--- src/rtl/aes_gf_pkg.sv ---
// Shared GF(2^8) definitions for the AES datapath blocks.
//   byte_t       : one field element
//   GF_POLY_AES  : low byte of x^8+x^4+x^3+x+1 (x^8 implied)
//   xtime()      : multiply one element by x, reducing by the given polynomial
//   gf_state_e   : control states of the multi-cycle multiplier
package aes_gf_pkg;

  typedef logic [7:0] byte_t;

  localparam byte_t GF_POLY_AES = 8'h1B;

  typedef enum logic [1:0] {
    IDLE = 2'd0,
    RUN  = 2'd1,
    DONE = 2'd2
  } gf_state_e;

  // Shift left one bit; if x^7 falls off the top, fold the polynomial back in.
  function automatic byte_t xtime(input byte_t v, input byte_t poly);
    byte_t r;
    r = {v[6:0], 1'b0};
    if (v[7]) begin
      r = r ^ poly;
    end else begin
      r = r;
    end
    return r;
  endfunction

endpackage

--- src/rtl/gf_mult_step.sv ---
// One lane, one clock worth of shift-and-add GF(2^8) multiplication.
// Consumes BPC multiplier bits, LSB first: for each bit the current
// multiplicand power is conditionally added into the accumulator, then the
// multiplicand is advanced by one power of x.
//   acc         in  8     running partial product
//   ashift      in  8     a * x^i for the next unconsumed bit i
//   bsh         in  BPC   next BPC multiplier bits, bit 0 consumed first
//   acc_next    out 8     accumulator after these BPC bits
//   ashift_next out 8     multiplicand after BPC doublings
module gf_mult_step
  import aes_gf_pkg::*;
#(
  parameter int    BPC  = 1,
  parameter byte_t POLY = GF_POLY_AES
) (
  input  logic [7:0]     acc,
  input  logic [7:0]     ashift,
  input  logic [BPC-1:0] bsh,
  output logic [7:0]     acc_next,
  output logic [7:0]     ashift_next
);

  byte_t acc_s;
  byte_t ash_s;

  // Unrolled chain of BPC conditional-add / xtime stages.
  always_comb begin
    acc_s = acc;
    ash_s = ashift;
    for (int j = 0; j < BPC; j++) begin
      if (bsh[j]) begin
        acc_s = acc_s ^ ash_s;
      end else begin
        acc_s = acc_s;
      end
      ash_s = xtime(ash_s, POLY);
    end
  end

  assign acc_next    = acc_s;
  assign ashift_next = ash_s;

endmodule

--- src/rtl/gf_mult_engine.sv ---
// Multi-lane multi-cycle GF(2^8) multiplier: y_k = a_k * b_k mod (x^8+POLY).
// Accepts one operand set in IDLE, spends 8/BPC cycles in RUN, then presents
// the product in DONE until the consumer takes it. Input and output phases do
// not overlap.
//   clk, reset        clock and synchronous active-high reset
//   in_valid/in_ready operand handshake (ready only in IDLE)
//   a, b              operands, lane k in bits [8k +: 8]
//   out_valid/out_ready result handshake (valid only in DONE)
//   y                 registered products, lane k in bits [8k +: 8]
module gf_mult_engine
  import aes_gf_pkg::*;
#(
  parameter int    LANES = 4,
  parameter int    BPC   = 1,
  parameter byte_t POLY  = GF_POLY_AES
) (
  input  logic               clk,
  input  logic               reset,
  input  logic               in_valid,
  output logic               in_ready,
  input  logic [8*LANES-1:0] a,
  input  logic [8*LANES-1:0] b,
  output logic               out_valid,
  input  logic               out_ready,
  output logic [8*LANES-1:0] y
);

  localparam int STEPS = 8 / BPC;
  localparam int CW    = $clog2(STEPS) + 1;

  gf_state_e          state_r;
  logic [CW-1:0]      cnt_r;
  byte_t              acc_r      [LANES];
  byte_t              ashift_r   [LANES];
  byte_t              bsh_r      [LANES];
  byte_t              acc_nx_s   [LANES];
  byte_t              ashift_nx_s[LANES];
  logic [8*LANES-1:0] y_r;
  logic               in_ready_r;
  logic               out_valid_r;
  logic               last_s;

  // Per-lane datapath; lanes never interact.
  for (genvar k = 0; k < LANES; k++) begin : g_lane
    gf_mult_step #(
      .BPC (BPC),
      .POLY(POLY)
    ) u_step (
      .acc        (acc_r[k]),
      .ashift     (ashift_r[k]),
      .bsh        (bsh_r[k][BPC-1:0]),
      .acc_next   (acc_nx_s[k]),
      .ashift_next(ashift_nx_s[k])
    );
  end

  assign last_s = (cnt_r == CW'(STEPS - 1));

  // Control FSM with lane registers and registered handshake/result outputs.
  always_ff @(posedge clk) begin
    if (reset) begin
      state_r     <= IDLE;
      cnt_r       <= '0;
      y_r         <= '0;
      in_ready_r  <= 1'b1;
      out_valid_r <= 1'b0;
      for (int k = 0; k < LANES; k++) begin
        acc_r[k]    <= 8'h00;
        ashift_r[k] <= 8'h00;
        bsh_r[k]    <= 8'h00;
      end
    end else begin
      case (state_r)
        IDLE: begin
          if (in_valid) begin
            for (int k = 0; k < LANES; k++) begin
              acc_r[k]    <= 8'h00;
              ashift_r[k] <= a[8*k +: 8];
              bsh_r[k]    <= b[8*k +: 8];
            end
            cnt_r      <= '0;
            in_ready_r <= 1'b0;
            state_r    <= RUN;
          end else begin
            in_ready_r <= 1'b1;
            state_r    <= IDLE;
          end
        end
        RUN: begin
          for (int k = 0; k < LANES; k++) begin
            acc_r[k]    <= acc_nx_s[k];
            ashift_r[k] <= ashift_nx_s[k];
            bsh_r[k]    <= bsh_r[k] >> BPC;
          end
          cnt_r <= cnt_r + CW'(1);
          if (last_s) begin
            // The final step's sum is captured straight into y so DONE shows it at once.
            for (int k = 0; k < LANES; k++) begin
              y_r[8*k +: 8] <= acc_nx_s[k];
            end
            out_valid_r <= 1'b1;
            state_r     <= DONE;
          end else begin
            state_r <= RUN;
          end
        end
        DONE: begin
          if (out_ready) begin
            out_valid_r <= 1'b0;
            in_ready_r  <= 1'b1;
            state_r     <= IDLE;
          end else begin
            state_r <= DONE;
          end
        end
        default: begin
          out_valid_r <= 1'b0;
          in_ready_r  <= 1'b1;
          state_r     <= IDLE;
        end
      endcase
    end
  end

  assign in_ready  = in_ready_r;
  assign out_valid = out_valid_r;
  assign y         = y_r;

endmodule
--- config.mk ---
export PLATFORM = sky130hd
export DESIGN_NAME = gf_mult_engine
export DESIGN_NICKNAME = d
export VERILOG_FILES = /design/src/rtl/aes_gf_pkg.sv /design/src/rtl/gf_mult_step.sv /design/src/rtl/gf_mult_engine.sv
export SDC_FILE = /design/constraint.sdc
export NUM_CORES = 1
export LEC_CHECK = 0
export CAP_MARGIN = 15
export CORE_ASPECT_RATIO = 2
export CORE_MARGIN = 4
export CORE_UTILIZATION = 45
export CTS_BUF_LIST = sky130_fd_sc_hd__clkbuf_16
export CTS_CLUSTER_SIZE = 20
export DETAILED_ROUTE_END_ITERATION = 8
export PLACE_DENSITY = 0.79
export SYNTH_ARGS = -nofsm -noshare
export SYNTH_HDL_FRONTEND = slang
export SYNTH_HIERARCHICAL = 1
export SYNTH_SLANG_ARGS = --single-unit
--- constraint.sdc ---
create_clock -name clk -period 6.11 [get_ports clk]
set_clock_uncertainty 0.2 [all_clocks]
set_input_delay 1.222 -clock clk [delete_from_list [all_inputs] [get_ports clk]]
set_output_delay 1.222 -clock clk [all_outputs]
set_load 0.005 [all_outputs]
After elaboration in Yosys (flattened, before gate mapping)

Memories as Yosys holds them, arrays and structs flattened.
Index checks and enable logic that the tools add are counted.

Register bits after elaboration: 40
RAM bits: 96
Bits of input ports: 68
Memories kept: 3

Memories:

| name     | depth | bits a word | rd ports | clocked after Yosys merged registers in | wr ports | RTL line             | source |
|---|---|---|---|---|---|---|---|
| acc_r    | 4     | 8           | 4        | 0                                       | 4        | gf_mult_engine.sv:33 | `byte_t acc_r [LANES];` |
| ashift_r | 4     | 8           | 4        | 0                                       | 4        | gf_mult_engine.sv:34 | `byte_t ashift_r [LANES];` |
| bsh_r    | 4     | 8           | 4        | 0                                       | 4        | gf_mult_engine.sv:35 | `byte_t bsh_r [LANES];` |

Add/subtract/negate cells: 1
Equality and inequality tests: 6
Muxes and demuxes: 53
Bitwise gates (word level): 34
Reduce and logical (&&, ||, !) cells: 6

Operators with widths:

| kind                  | number |
|---|---|
| $mux W8               | 28 |
| $xor A8 B8 Y8         | 4 |
| $or A1 B1 Y1          | 24 |
| $mux W5               | 4 |
| $not A4 Y4            | 4 |
| $mux W1               | 14 |
| $pmux W4 S2           | 1 |
| $ne A2 B2 Y1 const B  | 3 |
| $pmux W1 S3           | 2 |
| $pmux W2 S3           | 1 |
| $reduce_and A2 Y1     | 3 |
| $add A4 B1 Y4 const B | 1 |
| $eq A4 B3 Y1 const B  | 1 |
| $mux W2               | 2 |
| $mux W4               | 1 |
| $reduce_and A3 Y1     | 1 |
| $eq A2 B1 Y1 const B  | 1 |
| $eq A2 B2 Y1 const B  | 1 |
| $logic_not A2 Y1      | 1 |
| $not A1 Y1            | 2 |
| $reduce_bool A2 Y1    | 1 |

Longest topological paths before layout

Word-level depth: 6
Depth in mapped cells: 6
Mapped depth without buffers: 4

By module

The synthesis kept the hierarchy.

Modules (own cells, without submodules):

| module         | instances | cells each | area an instance (µm²) | seq. area each (µm²) |
|---|---|---|---|---|
| gf_mult_engine | 1         | 419        | 5,345.1                | 3,583.4 |
| gf_mult_step   | 4         | 25         | 255.2                  | 0.0 |

Worst setup path after synthesis

No wires, ideal clock.

Path type: input to register
Start point: input port reset
End point: memory acc_r[0][0] (netlist bit), enable pin
Library setup time: 411 ps
Arrival time: 2,947 ps
Required time: 5,499 ps
Setup slack: 2,552 ps
Stages: 3
Path buffers: 2
Cells stage by stage: clkbuf_1 -> clkbuf_1 -> nand2b_1

RTL lines:

| item            | RTL line             | source |
|---|---|---|
| start, declared | gf_mult_engine.sv:18 | `input logic reset,` |
| end, declared   | gf_mult_engine.sv:33 |  |

==> results.json <==
{
  "outcome": "completed",
  "rows": 61,
  "syn-num-nets": 588,
  "relSlewSlack_pct": 26.43,
  "reg2reg_from": "state_r[0]",
  "holdPathStages": 2,
  "area_growth_syn_to_layout_pct": 23.33,
  "synth-seq-cells": 136,
  "totalPowerFinal_uw": 2326,
  "routedWlPerCell_um": 17.32,
  "worstPathArrival_ns": 2.83,
  "syn_avg_cell_area_um2": 12.27,
  "synthCells": 519,
  "core_um2": 13890,
  "post_cts.repair.setup_buffers": 0,
  "synth-seq-area-share_pct": 56.29,
  "synthFlopType": "edfxtp_1",
  "hold_path_startpoint": "y[1]",
  "holdPathEnd": "y[1]",
  "period_share_pct": 50.85,
  "grt_usage_pct": 17.29,
  "async_reset_ff_share_pct": 0,
  "pwr-share-clk_pct": 42.9,
  "holdBufCountCts": 0,
  "antenna_cells": 0,
  "hp-class": "reg2reg",
  "drt_iter0_markers": 265,
  "cts.clk_slew.worst_paths_ns": 0.06,
  "wirelength_um": 13610,
  "grt_overflow": 0,
  "critPathKind": "in2reg",
  "fillers": 1178,
  "cpPeakStageDelay_ns": 0.73,
  "tritoncts": "done",
  "seq_area_um2": 3583,
  "die-width_um": 92.11,
  "cts-resized-gates": 0,
  "numCtsBuffers": 17,
  "clock_sinks": 136,
  "io_pins": 102,
  "endpoint_kind": "register",
  "layout-drive-gt1-share_pct": 18.43,
  "syn_area_um2": 6366,
  "crit_fanout": 46,
  "ys_top_cells_by_count": "86 x edfxtp_1, 60 x a22o_1, 50 x dfxtp_1",
  "place_hpwl_um": 9141,
  "switchingPower_uw": 559.7,
  "cp_cell_sequence": "clkdlybuf4s50_1, o21bai_1, nand2b_2",
  "slowest_stage": "nand2b_2",
  "yosysTopAreaCell": "edfxtp_1",
  "drv_slew": 0,
  "top_usage_layer": "met2",
  "comb_power_share_pct": 9.5,
  "worstMarginPinSlew_ns": 1.104,
  "met3_usage_pct": 3.710,
  "setup_violations": 0,
  "rsz0062_at_grt": "false",
  "powerDensity_nw_per_um2": 296.3,
  "grt_first_pass_wirelength_um": 21720,
  "ctsLongestPathBuffers": 2,
  "die_area_um2": 16230,
  "gp_congestion": 0.8427,
  "finalNetCount": 653,
  "synth_edf_count": 86,
  "yosysWarnings": 6,
  "htreeDepth": 4,
  "dp.cells": 752,
  "clock_latency_ns": 0.42,
  "final_util_pct": 56.52,
  "rr_worst_depth": 4,
  "drc": 0,
  "die_h_um": 176.2,
  "vias_per_cell": 5.318,
  "grt_pass1_vias": 4258,
  "port_buffers": 101,
  "yosysUniqueCellTypes": 38,
  "fin_crit_ns": 3.107,
  "fin_cells": 786,
  "start_util_pct": 45.83,
  "start_kind": "input pin",
  "finalSetupTns_ns": 0,
  "drt_pre_antenna_iters": 4,
  "grt_use_met2_pct": 30.53,
  "timing.rr.end": "ashift_r[2][7]",
  "synth.most_common_cell": "edfxtp_1",
  "fmax_mhz": 321.9,
  "ant_nets": 0,
  "seqPwrFrac_pct": 47.6,
  "synth_area_leaders": "edfxtp_1 41%, dfxtp_1 16%, a22o_1 8.3%",
  "root_buffer": "clkbuf_16",
  "multi_input_area_um2": 2374,
  "antenna_found_initial": 0,
  "grt_max_degree": 64,
  "reg2reg_slack_ns": 3.73,
  "leakagePower_uw": 0.002988,
  "hold_violations": 0,
  "switching_share_pct": 24.06,
  "synth_top_area_share_pct": 40.57,
  "ir_drop_mv": 0.2036,
  "grt_use_met1_pct": 19.24,
  "cp.required_ns": 5.83,
  "drv_cap": 0,
  "vias": 4180,
  "power.internal_uw": 1767
}
[sequential cells by signal, indices dropped and copies added, names as in the netlist]
name,cells
acc_r,32
ashift_r,32
bsh_r,32
y,32
cnt_r,4
state_r,2
in_ready,1
out_valid,1
[through the flow]
step | hold slack [ns] | cell area (um2) | setup WS [ns]
after floorplan | 0.2402 | 6366 | 2.552
after global placement | 0.2615 | 7241 | 2.635
after detailed placement | 0.2673 | 7241 | 2.570
after CTS | 0.2761 | 7821 | 3.000
after global routing | 0.2945 | 7851 | 2.856
final | 0.2768 | 7851 | 3.003
[power by group through the flow]
stage | clock [uW] | combinational (uW) | sequential (uW)
global route | 1050 | 240 | 1110
finish | 998 | 222 | 1110
global placement | 0 | 212 | 1120
detailed placement | 0 | 218 | 1120
floorplan | 0 | 183 | 1100
CTS | 1010 | 223 | 1110
[kinds of logic (layout without fill, tap and decap cells)]
group	Yosys count	after routing	share of synthesized area, %
adder cells (fa/ha/maj)	1	1	0.1965
AO/OA/AOI/OAI	144	144	15.15
XOR/XNOR	44	44	9.827
multiplexers	2	2	0.3341
AND/OR/NAND/NOR	129	129	11.50
buffers and inverters	63	141	6.702
flip-flops	136	136	56.29
[worst max-delay path: cells and delay by family]
| family | cells | cell delay, ns |
|---|---|---|
| buf+inv | 1 | 0.42 |
| compound gates | 1 | 0.44 |
| simple gates | 1 | 0.73 |
[routing by layer]
layer | share of wire (%) | routed length (um) | up-vias
li1 | - | - | 1985
met1 | 37 | 5087 | 2035
met3 | 4.2 | 572 | 24
met2 | 56 | 7590 | 136
met4 | 2.6 | 360 | 0
met5 | 0 | 0 | -
[how the worst max path moves through the flow]
stage | from | slack (ns) | cells past startpoint | end
6_report | in_valid | 3.00 | 3 | ashift_r[0][6]
4_1_cts | in_valid | 3.00 | 3 | bsh_r[3][2]
2_1_floorplan | reset | 2.55 | 3 | acc_r[0][0]
3_5_place_dp | in_valid | 2.57 | 3 | ashift_r[3][3]
3_3_place_gp | in_valid | 2.64 | 3 | bsh_r[3][6]
5_1_grt | in_valid | 2.86 | 3 | ashift_r[0][5]
[cells in the final DEF (no fill, tap or decap), drive strengths merged, types with 2 or more instances in the layout]
cell,n
bufinv,2
o21bai,2
nor3b,3
a21oi,44
buf,8
clkinv,7
nor2b,3
nor2,5
nand2b,4
clkbuf,17
inv,4
xnor2,32
xor2,12
clkinvlp,3
edfxtp,86
and2,26
nand2,50
nand3,32
a22o,60
a22oi,2
o21ai,33
dfxtp,50
clkdlybuf4s50,100
[layout make-up]
| type | count | area share [%] |
|---|---|---|
| inverters | 1 | 0.04781 |
| multi-input cells | 320 | 30.23 |
| clock inverters | 15 | 1.976 |
| clock buffers | 17 | 5.418 |
| flip-flops and latches | 136 | 45.64 |
| repair buffers | 108 | 13.67 |
| well taps | 189 | 3.012 |
Power figures use the tool's default switching activity.
